==> config.mk <==
export PLATFORM = sky130hd
export DESIGN_NAME = tick_gen_multi
export DESIGN_NICKNAME = d
export VERILOG_FILES = /design/src/rtl/tick_gen_multi.sv
export SDC_FILE = /design/constraint.sdc
export NUM_CORES = 1
export LEC_CHECK = 0
export CELL_PAD_IN_SITES_DETAIL_PLACEMENT = 1
export CELL_PAD_IN_SITES_GLOBAL_PLACEMENT = 2
export CORE_ASPECT_RATIO = 1.4
export CORE_MARGIN = 2
export CORE_UTILIZATION = 34
export CTS_BUF_LIST = sky130_fd_sc_hd__clkbuf_4 sky130_fd_sc_hd__clkbuf_8 sky130_fd_sc_hd__clkbuf_16
export DETAILED_ROUTE_END_ITERATION = 8
export DONT_BUFFER_PORTS = 1
export PLACE_DENSITY = 0.75
export SYNTH_ARGS = -nofsm -noshare
export SYNTH_HDL_FRONTEND = slang
export SYNTH_SLANG_ARGS = --single-unit
==> constraint.sdc <==
create_clock -name clk_1ms -period 2.3 [get_ports clk_1ms]
set_input_delay 0.46 -clock clk_1ms [delete_from_list [all_inputs] [get_ports clk_1ms]]
set_output_delay 0.46 -clock clk_1ms [all_outputs]
set_load 0.02 [all_outputs]
==> src/rtl/tick_gen_multi.sv <==
// tick_gen_multi: multi-channel programmable tick generator on the 1 ms time base.
// Each channel divides clk_1ms by a runtime-loadable period, periodic or one-shot.
// A registered tick follows P edges after a load. Global pause freezes counters and suppresses ticks.
//
// Ports:
//   clk_1ms  : 1 ms clock, all logic on its rising edge
//   reset    : synchronous, active-high
//   en       : per-channel enable; low clears the counter, keeps period and arm state
//   oneshot  : per-channel mode (1 = one-shot, 0 = periodic), sampled every cycle
//   period   : per-channel period, channel i at [i*CNT_W +: CNT_W]
//   load     : per-channel load/arm strobe
//   pause    : global freeze
//   tick     : registered one-cycle tick pulses
//   busy     : one-shot armed and not yet fired
//   tick_cnt : per-channel 8-bit tick event counts, channel i at [i*8 +: 8]
//
// Build option: define TICK_GEN_TICKCNT_EN to include the per-channel tick event
// counters. Without it, tick_cnt is tied to zero.

module tick_gen_multi #(
  parameter int CHANNELS       = 4,
  parameter int CNT_W          = 10,
  parameter int DEFAULT_PERIOD = 5
) (
  input  logic                      clk_1ms,
  input  logic                      reset,
  input  logic [CHANNELS-1:0]       en,
  input  logic [CHANNELS-1:0]       oneshot,
  input  logic [CHANNELS*CNT_W-1:0] period,
  input  logic [CHANNELS-1:0]       load,
  input  logic                      pause,
  output logic [CHANNELS-1:0]       tick,
  output logic [CHANNELS-1:0]       busy,
  output logic [CHANNELS*8-1:0]     tick_cnt
);

  logic [CNT_W-1:0]    per_q   [CHANNELS];
  logic [CNT_W-1:0]    cnt     [CHANNELS];
  logic [CNT_W-1:0]    per_nxt [CHANNELS];
  logic [CNT_W-1:0]    cnt_nxt [CHANNELS];
  logic [CHANNELS-1:0] tick_nxt;
  logic [CHANNELS-1:0] busy_nxt;

  // Next-state per channel, in priority order: load, !en, pause, count.
  always_comb begin
    tick_nxt = '0;
    busy_nxt = busy;
    for (int i = 0; i < CHANNELS; i++) begin
      per_nxt[i] = per_q[i];
      cnt_nxt[i] = cnt[i];
      if (load[i]) begin
        per_nxt[i]  = period[i*CNT_W +: CNT_W];
        cnt_nxt[i]  = '0;
        busy_nxt[i] = oneshot[i];
      end else if (!en[i]) begin
        // Arm state survives disable, so an armed one-shot restarts from zero.
        cnt_nxt[i] = '0;
      end else if (pause) begin
        cnt_nxt[i] = cnt[i];
      end else if (oneshot[i] && !busy[i]) begin
        // Un-armed one-shot idles.
        cnt_nxt[i] = '0;
      end else if (per_q[i] == '0) begin
        // Zero period parks the channel.
        cnt_nxt[i] = '0;
      end else if (cnt[i] == per_q[i] - CNT_W'(1)) begin
        cnt_nxt[i]  = '0;
        tick_nxt[i] = 1'b1;
        if (oneshot[i]) begin
          busy_nxt[i] = 1'b0;
        end
      end else begin
        cnt_nxt[i] = cnt[i] + CNT_W'(1);
      end
    end
  end

  always_ff @(posedge clk_1ms) begin
    if (reset) begin
      tick <= '0;
      busy <= '0;
      for (int i = 0; i < CHANNELS; i++) begin
        per_q[i] <= CNT_W'(DEFAULT_PERIOD);
        cnt[i]   <= '0;
      end
    end else begin
      tick <= tick_nxt;
      busy <= busy_nxt;
      for (int i = 0; i < CHANNELS; i++) begin
        per_q[i] <= per_nxt[i];
        cnt[i]   <= cnt_nxt[i];
      end
    end
  end

`ifdef TICK_GEN_TICKCNT_EN
  logic [7:0] tcnt [CHANNELS];

  // Counts every edge that drives tick high; wraps naturally at 8 bits.
  always_ff @(posedge clk_1ms) begin
    for (int i = 0; i < CHANNELS; i++) begin
      if (reset || load[i]) begin
        tcnt[i] <= '0;
      end else if (tick_nxt[i]) begin
        tcnt[i] <= tcnt[i] + 8'd1;
      end
    end
  end

  always_comb begin
    tick_cnt = '0;
    for (int i = 0; i < CHANNELS; i++) begin
      tick_cnt[i*8 +: 8] = tcnt[i];
    end
  end
`else
  assign tick_cnt = '0;
`endif

endmodule

==> results.rst, run 1 <==
.. list-table::
   :header-rows: 1

   * - Metric
     - Value
   * - Antenna Violating Nets Remaining
     - 0
   * - Post-DP HPWL
     - roughly 12 mm
   * - Top FF cell, synth
     - sky130_fd_sc_hd__dfxtp_1
   * - Fraction of post-synthesis cell area in the top cell type by area
     - 0.324
   * - Required time at the worst-slack endpoint
     - roughly 2.5 ns
   * - Peak per-stage delay on the critical path
     - 0.46 ns
   * - Post-layout min period
     - 2.37 ns
   * - IR drop worst, VDD
     - around 450 uV
   * - Worst hold path class
     - input port to flip-flop
   * - Sum Neg Setup Slack
     - -0.188 ns
   * - Simple-Gate Fraction of Synth Area
     - 0.269
   * - Syn_area_per_cell
     - 8.28 um2
   * - Setup repair after global routing missed its margin
     - true
   * - Drt first pass iters
     - 5
   * - Number of antenna violations at the first check in global routing
     - 0
   * - Mux contribution to synthesized area
     - 0.0774
   * - Count of unresolved DRC violations after routing
     - 0
   * - Number of design-rule violations left by the first detailed-router iteration
     - about 240
   * - Longest Clk Path Bufs
     - 2
   * - Count of boundary I/O pins
     - 95
   * - Post-synthesis xor/xnor area fraction
     - 0.0838
   * - Period Utilization, post-route
     - 1.03
   * - Critical-path top delay cell
     - sky130_fd_sc_hd__or4_4
   * - Routed via count
     - 4938
   * - DR WL/cell
     - 18.0 um
   * - Core ar.
     - 15600 um2
   * - Number of endpoints with negative hold slack in the final report
     - 0
   * - Count of flip-flops with a built-in enable after synthesis
     - 0
   * - Final WL
     - 16.3 mm
   * - Die height
     - about 150 um
   * - Least-Margin Pin Slew
     - 0.603 ns
   * - Clock transition at the registers of the reported paths
     - 0.07 ns
   * - Post-detailed-route via-to-cell ratio
     - about 5.5
   * - Number of distinct standard cells referenced by the synthesized netlist
     - between 80 and 90
   * - Sequential area share after synthesis
     - 0.324
   * - Worst relative slew slack
     - 0.597
   * - Combined buffer and inverter count along the critical path
     - 1
   * - Class of the most critical setup path
     - flip-flop to flip-flop
   * - Minimum hold slack
     - 0.174 ns
   * - Clock tree from TritonCTS
     - done
   * - Maximum number of pins on one net before global-route repair
     - 41
   * - Net total in the final layout
     - 768
   * - Endpoint kind of the worst setup timing path
     - flip-flop
   * - Combined area of all synthesized cells
     - 5430 um2
   * - Initial core utilization
     - 0.348
   * - Number of antenna diodes
     - 0
   * - Compound-cell area share of the yosys netlist
     - 0.145
   * - Yosys warning count
     - 0
   * - Failing checks
     - negative setup slack
   * - Ratio of cells with drive above 1 in the final layout
     - 0.224
   * - Largest family of logic cells by synthesized area
     - simple AND/OR/NAND/NOR gates
   * - Most common library cell in the layout ignoring fill and taps
     - sky130_fd_sc_hd__dfxtp_1
   * - First-pass GRT wire length
     - about 26 mm
   * - Combined global-route utilization of all metal layers
     - 0.189
   * - Layout-stage area growth over the synthesis result
     - 21.4%
   * - Share of flip-flops with an asynchronous set or reset
     - 0
   * - Number of max-slew violations in the final report
     - 0
   * - Cell-by-cell listing of the critical path
     - inv_2, ha_4, or4b_4, or4_4, or3_4, nand2_4, nor2_4, a31oi_1, mux2i_1
   * - Number of hold buffers added after CTS
     - 0
   * - Reg2reg setup slack
     - -0.07 ns
   * - Area share of fa/ha/maj cells after synthesis
     - 0.0184
   * - Die span in x
     - 111 um
   * - Outcome
     - complete, but fails checks
   * - Critical path fanouts, max
     - 6
   * - Final setup violation count
     - 6
   * - Slack of the critical path
     - -0.0716 ns
   * - Standby leakage power
     - 2.66 nW
   * - Clock skew after layout
     - 0.0114 ns
   * - Seq cells post-synth
     - 88
   * - Count of buffers inserted at the top-level ports
     - 0
   * - Master cell of the clock root buffer
     - sky130_fd_sc_hd__clkbuf_16
   * - Inserted Clock Buffers
     - 9
   * - Number of maximum-capacitance violations
     - 0
   * - WP data arrival
     - 2.60 ns
   * - Number of clock sinks
     - 88
   * - Cell area power density
     - between 500 and 600 nW/um2
   * - Dominant cells by area after synthesis
     - sky130_fd_sc_hd__dfxtp_1, sky130_fd_sc_hd__mux2i_1, sky130_fd_sc_hd__nor2_1, sky130_fd_sc_hd__buf_4, sky130_fd_sc_hd__xor2_1
   * - Std cell rows
     - 54
   * - Sort of element at the start of the critical path
     - flip-flop
   * - Highest Clock Rate
     - 0.422 GHz
   * - Largest area contributor in the synthesized netlist
     - sky130_fd_sc_hd__dfxtp_1
   * - Die Area
     - 17000 um2
   * - Most frequent cells in the layout
     - sky130_fd_sc_hd__dfxtp_1, sky130_fd_sc_hd__nor2_1, sky130_fd_sc_hd__buf_4
   * - Post-Syn Instances
     - ~660
   * - Crit path max-delay family
     - simple AND/OR/NAND/NOR gates
   * - Htree depth
     - 3
   * - Global route overflow
     - 0
   * - Final weighted congestion of routability-driven global placement
     - 0.801
   * - Clock latency on the worst-skew pair
     - 0.36 ns
   * - Via count of the first global-routing pass
     - 5288
==> state kept, by name, indices dropped and copies added, names as in the netlist <==
name / cells
tick: 4
cnt: 40
busy: 4
per_q: 40
==> through the flow <==
step	worst slack (ns)	util	std cells	total power, mW	cell area, um2
5_1_grt	-0.145	0.423	906	3.83	6600
3_5_place_dp	-0.137	0.376	880	2.14	5870
6_report	-0.0716	0.423	906	3.67	6600
4_1_cts	-0.0490	0.405	903	3.65	6330
3_3_place_gp	-0.0614	0.376	880	2.12	5870
2_1_floorplan	-0.0175	-	687	2.05	5570
==> cell type report <==
| cell class | count | area, um2 |
|---|---|---|
| Sequential cell | 88 | 1770 |
| Timing Repair Buffer | 63 | 503 |
| Multi-Input combinational cell | 522 | 3710 |
| Fill cell | 1871 | 9010 |
| Inverter | 21 | 78.8 |
| Tap cell | 196 | 245 |
| Clock inverter | 4 | 26.3 |
| Clock buffer | 12 | 267 |
==> cells by family (layout without fill, tap and decap cells) <==
family	count (synthesis)	in the layout
other cells	1	32
buf+inv	80	100
mux	42	42
simple gates	278	280
xor+xnor	52	52
fa+ha+maj	8	8
flops	88	88
compound gates	107	108
==> routing by layer <==
layer	routed length, um	share of wire	track usage	up-vias
met2	9050	0.55	0.369	73
met3	541	0.033	0.0410	19
met5	0	0	0	-
li1	-	-	-	2379
met4	238	0.015	0.0595	0
met1	6500	0.40	0.200	2467
==> final timing paths <==
| check | start | endpoint | cells after the start |
|---|---|---|---|
| min reg2reg | cnt[3][9] | cnt[3][9] | 2 |
| max | per_q[0][0] | cnt[0][2] | 9 |
| max reg2reg | per_q[0][0] | cnt[0][2] | 9 |
| min | reset | busy[3] | 1 |
==> power by group <==
group	leakage [nW]	switching [mW]	internal [mW]	total (mW)
sequential	0.719	0.0601	1.57	1.63
clock	0.145	0.654	0.822	1.48
combinational	1.80	0.306	0.250	0.557
total	2.66	1.02	2.65	3.67
==> cell usage after synthesis (3+ instances only) <==
| master | n |
|---|---|
| sky130_fd_sc_hd__dfxtp_1 | 88 |
| sky130_fd_sc_hd__nor2_1 | 80 |
| sky130_fd_sc_hd__nand2_1 | 53 |
| sky130_fd_sc_hd__mux2i_1 | 42 |
| sky130_fd_sc_hd__nand3_1 | 40 |
| sky130_fd_sc_hd__buf_4 | 32 |
| sky130_fd_sc_hd__xor2_1 | 27 |
| sky130_fd_sc_hd__xnor2_1 | 25 |
| sky130_fd_sc_hd__inv_1 | 21 |
| sky130_fd_sc_hd__a21oi_1 | 17 |
| sky130_fd_sc_hd__nor3_1 | 17 |
| sky130_fd_sc_hd__clkbuf_1 | 16 |
| sky130_fd_sc_hd__o21ai_0 | 16 |
| sky130_fd_sc_hd__and3_1 | 10 |
| sky130_fd_sc_hd__a31oi_1 | 9 |
| sky130_fd_sc_hd__ha_1 | 8 |
| sky130_fd_sc_hd__and2_1 | 7 |
| sky130_fd_sc_hd__nand4_1 | 7 |
| sky130_fd_sc_hd__a22o_1 | 6 |
| sky130_fd_sc_hd__buf_1 | 6 |
| sky130_fd_sc_hd__nand2b_1 | 6 |
| sky130_fd_sc_hd__nand3b_1 | 6 |
| sky130_fd_sc_hd__nor3b_1 | 6 |
| sky130_fd_sc_hd__nor4_1 | 6 |
| sky130_fd_sc_hd__o211ai_1 | 6 |
| sky130_fd_sc_hd__a221o_1 | 5 |
| sky130_fd_sc_hd__o21ai_1 | 5 |
| sky130_fd_sc_hd__a21boi_0 | 4 |
| sky130_fd_sc_hd__nand4b_1 | 4 |
| sky130_fd_sc_hd__or2_2 | 4 |
| sky130_fd_sc_hd__a211oi_1 | 3 |
| sky130_fd_sc_hd__a32oi_1 | 3 |
| sky130_fd_sc_hd__nor2b_1 | 3 |
| sky130_fd_sc_hd__nor4b_1 | 3 |
| sky130_fd_sc_hd__nor4bb_1 | 3 |
| sky130_fd_sc_hd__o2111ai_1 | 3 |
| sky130_fd_sc_hd__o21a_1 | 3 |
==> what timing repair did <==
item                                    CTS  global route
endpoints found under the setup margin   34            45
setup buffers                             5             2
resized for setup                        23            58
pin swaps                                12            30
gates cloned                              2             2
(Power assumes the default switching activity.)
==> inputs of run 2 (changes only) <==
Settings changed: CORE_UTILIZATION 34 to 41, HOLD_SLACK_MARGIN from default to 0.12, PLACE_DENSITY 0.75 to 0.85.
Clock period 2.3 ns to 3 ns, I/O delays scaled along.
==> run 2 against run 1 <==
Effect of this change: the run now ends clean; critical path depth is 1 lower; clock power is 16% lower; combinational power down 47%; worst setup slack better by 0.37 ns; die area down 17%; highest routed layer unchanged.
==> results.rst, run 2 (synthesis gave the netlist of run 1 again) <==
.. list-table::
   :header-rows: 1

   * - Metric
     - Value
   * - Class of the most critical setup path
     - flip-flop to flip-flop
   * - Period Utilization, post-route
     - 0.900
   * - Maximum number of pins on one net before global-route repair
     - between 40 and 50
   * - Number of endpoints with negative hold slack in the final report
     - 0
   * - DR WL/cell
     - 17.9 um
   * - Critical path origin
     - per_q[0][0]
   * - WP data arrival
     - roughly 2.9 ns
   * - Routed via count
     - 4622
   * - Worst flop-to-flop path startpoint
     - per_q[0][0]
   * - Most frequent cells in the layout
     - sky130_fd_sc_hd__dfxtp_1, sky130_fd_sc_hd__nor2_1, sky130_fd_sc_hd__nand2_1
   * - Setup WS pre-CTS
     - 0.312 ns
   * - Critical path destination
     - cnt[0][2]
   * - IR drop worst, VDD
     - ~220 uV
   * - Buffers inserted by post-CTS timing repair
     - 0
   * - Master cell of the clock root buffer
     - sky130_fd_sc_hd__clkbuf_16
   * - Std cell rows
     - slightly below 50
   * - Post-detailed-route via-to-cell ratio
     - 5.78
   * - Via count of the first global-routing pass
     - 4788
   * - Worst relative slew slack
     - 0.525
   * - Startpoint of the most critical hold path
     - reset
   * - Worst hold path class
     - input port to flip-flop
   * - Count of unresolved DRC violations after routing
     - 0
   * - Worst reg-to-reg path cell count
     - 8
   * - Count of boundary I/O pins
     - 95
   * - Inserted Clock Buffers
     - 9
   * - Minimum hold slack
     - 0.323 ns
   * - Cell area power density
     - between 400 and 500 nW/um2
   * - Die span in x
     - just over 100 um
   * - Sum Neg Setup Slack
     - 0 ns
   * - Setup repair after global routing missed its margin
     - false
   * - Least-Margin Pin Slew
     - 0.710 ns
   * - Non-filler cells, final
     - 800
   * - Total instance count after detailed placement
     - ~800
   * - Highest Clock Rate
     - around 0.37 GHz
   * - Number of hold buffers added after CTS
     - 0
   * - Most common library cell in the layout ignoring fill and taps
     - sky130_fd_sc_hd__dfxtp_1
   * - Combined global-route utilization of all metal layers
     - 0.208
   * - Outcome
     - finished clean
   * - Required time at the worst-slack endpoint
     - 3.23 ns
   * - Final WL
     - 14.3 mm
   * - Antenna Violating Nets Remaining
     - 0
   * - Post-DP HPWL
     - about 11 mm
   * - Htree depth
     - 3
   * - Slack of the critical path
     - 0.301 ns
   * - Drt first pass iters
     - 4
   * - Number of maximum-capacitance violations
     - 0
   * - Ratio of cells with drive above 1 in the final layout
     - 0.0680
   * - First-pass GRT wire length
     - 23.9 mm
   * - Clock skew after layout
     - 0.00714 ns
   * - Clock latency on the worst-skew pair
     - 0.34 ns
   * - Regs by FF count
     - cnt x40, per_q x40
   * - Clock tree from TritonCTS
     - done
   * - Endpoint of the worst-slack reg-to-reg timing path
     - cnt[0][2]
   * - Number of antenna violations at the first check in global routing
     - 0
   * - Die height
     - 140 um
   * - Number of design-rule violations left by the first detailed-router iteration
     - 92
   * - Sort of element at the start of the critical path
     - flip-flop
   * - Number of inserted filler cells in the final layout
     - 1572
   * - Initial core utilization
     - 0.422
   * - Layout-stage area growth over the synthesis result
     - 5.60%
   * - Number of antenna diodes
     - 0
   * - Global route overflow
     - 0
   * - Final weighted congestion of routability-driven global placement
     - 0.803
   * - Final setup violation count
     - 0
   * - Number of max-slew violations in the final report
     - 0
   * - Post-layout min period
     - 2.70 ns
   * - Longest Clk Path Bufs
     - 2
   * - Standby leakage power
     - 2.28 nW
   * - Endpoint kind of the worst setup timing path
     - flip-flop
   * - Critical path fanouts, max
     - 15
   * - Clock transition at the registers of the reported paths
     - 0.07 ns
   * - Count of buffers inserted at the top-level ports
     - 0
   * - Core ar.
     - 12900 um2
   * - Die Area
     - 14200 um2
   * - Reg2reg setup slack
     - 0.30 ns
   * - Tot Pwr
     - 2.81 mW
   * - Number of clock sinks
     - 88
   * - Net total in the final layout
     - 705
[run 2: cell type report]
| type | count | area, um2 | share of cell area |
|---|---|---|---|
| clock inverters | 6 | 91.3 | 0.0159 |
| inverters | 21 | 78.8 | 0.0137 |
| repair buffers | 3 | 22.5 | 0.00393 |
| flip-flops and latches | 88 | 1760 | 0.307 |
| clock buffers | 10 | 239 | 0.0417 |
| well taps | 153 | 191 | 0.0334 |
| multi-input cells | 519 | 3350 | 0.584 |
[run 2: critical path, cell delays in order (launching register included)]
cell and delay [ns]:
sky130_fd_sc_hd__dfxtp_1 0.34, sky130_fd_sc_hd__inv_1 0.09, sky130_fd_sc_hd__ha_1 0.20, sky130_fd_sc_hd__or4b_1 0.49, sky130_fd_sc_hd__or4_4 0.44, sky130_fd_sc_hd__xnor2_1 0.16, sky130_fd_sc_hd__nand3b_2 0.46, sky130_fd_sc_hd__a31oi_1 0.29
sky130_fd_sc_hd__mux2i_1 0.10
[run 2: how the worst min path moves through the flow]
| stage | to | slack (ns) | depth (start not counted) |
|---|---|---|---|
| after floorplan | cnt[3][9] | 0.46 | 2 |
| after global placement | cnt[3][9] | 0.48 | 2 |
| after detailed placement | cnt[3][9] | 0.49 | 2 |
| after CTS | per_q[2][7] | 0.31 | 1 |
| after global routing | per_q[2][8] | 0.31 | 1 |
| final | per_q[2][9] | 0.32 | 1 |
[run 2: per-layer routing]
metal  vias up  global-route usage  wire, um
li1       2238                   -         -
met1      2287               0.233      5870
met2        73               0.383      7700
met3        24              0.0394       466
met4         0              0.0733       312
met5         -                   0         0
[run 2: repair_timing]
action / CTS / global route
setup endpoints to repair: 0 / 3
gates resized for setup: 0 / 1
hold endpoints to repair: 0 / 0
[run 2: metrics by stage]
stage | util | cell area, um2
2_1_floorplan | - | 5550
6_report | 0.446 | 5740
5_1_grt | 0.446 | 5740
3_3_place_gp | 0.420 | 5400
3_5_place_dp | 0.420 | 5400
4_1_cts | 0.445 | 5730
[run 2: power breakdown]
group | internal (mW) | switching, mW | leakage (nW) | total (mW)
sequential | 1.21 | 0.0597 | 0.718 | 1.26
combinational | 0.121 | 0.173 | 1.41 | 0.295
clock | 0.756 | 0.491 | 0.151 | 1.25
total | 2.08 | 0.724 | 2.28 | 2.81
==> edit (config.mk and constraints of run 2) <==
Register the output `busy` once more, with the module's reset; this adds one clock of latency there. The other outputs are not delayed to match.
--- a/src/rtl/tick_gen_multi.sv
+++ b/src/rtl/tick_gen_multi.sv
@@ -34,6 +34,8 @@
   output logic [CHANNELS*8-1:0]     tick_cnt
 );
 
+  logic [CHANNELS-1:0] busy_s0;
+
   logic [CNT_W-1:0]    per_q   [CHANNELS];
   logic [CNT_W-1:0]    cnt     [CHANNELS];
   logic [CNT_W-1:0]    per_nxt [CHANNELS];
@@ -44,7 +46,7 @@
   // Next-state per channel, in priority order: load, !en, pause, count.
   always_comb begin
     tick_nxt = '0;
-    busy_nxt = busy;
+    busy_nxt = busy_s0;
     for (int i = 0; i < CHANNELS; i++) begin
       per_nxt[i] = per_q[i];
       cnt_nxt[i] = cnt[i];
@@ -57,7 +59,7 @@
         cnt_nxt[i] = '0;
       end else if (pause) begin
         cnt_nxt[i] = cnt[i];
-      end else if (oneshot[i] && !busy[i]) begin
+      end else if (oneshot[i] && !busy_s0[i]) begin
         // Un-armed one-shot idles.
         cnt_nxt[i] = '0;
       end else if (per_q[i] == '0) begin
@@ -78,14 +80,14 @@
   always_ff @(posedge clk_1ms) begin
     if (reset) begin
       tick <= '0;
-      busy <= '0;
+      busy_s0 <= '0;
       for (int i = 0; i < CHANNELS; i++) begin
         per_q[i] <= CNT_W'(DEFAULT_PERIOD);
         cnt[i]   <= '0;
       end
     end else begin
       tick <= tick_nxt;
-      busy <= busy_nxt;
+      busy_s0 <= busy_nxt;
       for (int i = 0; i < CHANNELS; i++) begin
         per_q[i] <= per_nxt[i];
         cnt[i]   <= cnt_nxt[i];
@@ -117,5 +119,13 @@
   assign tick_cnt = '0;
 `endif
 
+  always_ff @(posedge clk_1ms) begin
+    if (reset) begin
+      busy <= '0;
+    end else begin
+      busy <= busy_s0;
+    end
+  end
+
 endmodule
 
Behaviour: not the same (Yosys sat finds a counterexample within 4 cycles, from zero or initial values and one cycle with reset high).
==> edit against run 2 <==
Worst setup slack worse by 100 ps; sequential cell count grew 4; power hardly changed; final area is essentially flat; via count up 0.67%; wire length up 2.0%; synthesized area down 0.74%; clock skew fell by 1.7 ps; critical path type unchanged; largest cell class unchanged.
==> edit: results (changes against run 2) <==
CTS
  – # resized after CTS: 0 (unchanged)
  – CTS Buf Count: 9 (unchanged)
  – Post-CTS Setup Bufs: 0 (unchanged)
  – Clk_lat worst skew: 340 ps (about the same)

Yosys
  – Top post-synthesis cells by area: dfxtp_1, mux2i_1, nor2_1
  – Post-synth top cells: dfxtp_1, nor2_1, mux2i_1, nand2_1, nand3_1
  – Compound-Gate Fraction of Synth Area: 15.2% (+0.71 points)
  – Synth unique cells: 62 (-23%)
  – Synth Area in Adders: 1.86% (+0.014 points)
  – XOR/XNOR Fraction of Synth Area: 8.28% (-0.10 points)
  – Multiplexer area fraction after synthesis: 7.80% (+0.057 points)
  – Seq/Total Area, Yosys: 34.2% (+1.7 points)
  – Synth Area per Inst: 8.30 um2 (+0.18%)

Finish
  – Nets@finish: 704 (-0.14%)
  – Largest regs: cnt x40, per_q x40
  – Number of antenna diodes: 0 (unchanged)
  – Layout cells sized above 1: 6.35% (-0.45 points)
  – Layout Cells excl Fill: 799 (-0.13%)

Global routing
  – Largest net degree at the start of global routing: 42 (+2.4%)
  – Total track usage: 21.1% (+0.29 points)
  – First-pass GRT wire length: 23800 um (-0.75%)
  – Vias in the first global route: 4807 (+0.40%)
  – Initial antenna violation count: 0 (unchanged)

Drt
  – Vias per cell: 5.82 (+0.80%)
  – Routed WL: 14600 um (+2.0%)
  – DR iter-0 viols: 144 (+57%)

Power and ir drop
  – Pleak: 2.24 nW (-1.7%)
  – Combinational power share: 10.8% (+0.3 points)
  – Max VDD drop: 0.315 mV (+43%)
  – Clk. pwr: 0.00119 W (-5%)
  – Comb group: 0.000303 W (+3%)
  – Switching share of total power: 26.9% (+1.1 points)

STA
  – Fin crit period: 2800 ps (+99.7 ps)
  – Rel. slew slack: 47.7% (-4.8 points)
  – Clock skew: 5.44 ps (-1.70 ps)

Place
  – Global placer's final weighted congestion: 0.819 (+2.0%)
  – Post-placement cell count: 783 (-0.13%)
  – Placed cell area: 5420 um2 (+0.28%)
  – Setup slack at placement: 148 ps (-164 ps)
  – HPWL after DPL: 11100 um (+3.9%)

Critical path
  – Crit-path slowest cell: or4_1
  – Worst path arrival time: 3030 ps (+110 ps)
  – Slowest stage delay, CP: 550 ps (+60 ps)
  – Critical path startpoint: per_q[3][4]
  – CP Max Fanout: 13 (-2)
  – Flop-to-flop setup slack: 200 ps (-100 ps)
  – CP endpoint: cnt[3][6]

Flow run
  – Max-cap check violation count: 0 (unchanged)

Outcome
  – Status: finished, final reports clean

Min path
  – Hold WC Path Type: in2reg
## edit: layout make-up
class                      count  area [um2]
inverter                      26        97.6
fill                        1561        7140
clock inverter                 6        72.6
tap                          153         191
clock buffer                  10         233
sequential                    92        1840
timing repair buffer          10        75.1
multi-input combinational    502        3220
## edit: worst min path at each step
stage | to | from | slack (ps)
2_1_floorplan | busy[2] | busy_s0[2] | 430
3_3_place_gp | busy[2] | busy_s0[2] | 450
3_5_place_dp | busy[3] | busy_s0[3] | 450
4_1_cts | per_q[3][8] | reset | 310
5_1_grt | per_q[3][8] | reset | 300
6_report | per_q[3][4] | reset | 320
## edit: critical path, delay by kind of cell, from the launching register on
family | cells | cell delay [ps]
AO/OA/AOI/OAI | 3 | 580
AND/OR/NAND/NOR | 4 | 1550
flip-flops | 1 | 350
buffers and inverters | 1 | 210
## edit: per-layer routing
layer	share of wire [%]	global-route usage, %
met4	1.7	5.83
met1	40	22.4
met2	54	40.2
met3	4.0	5.07
met5	0	0
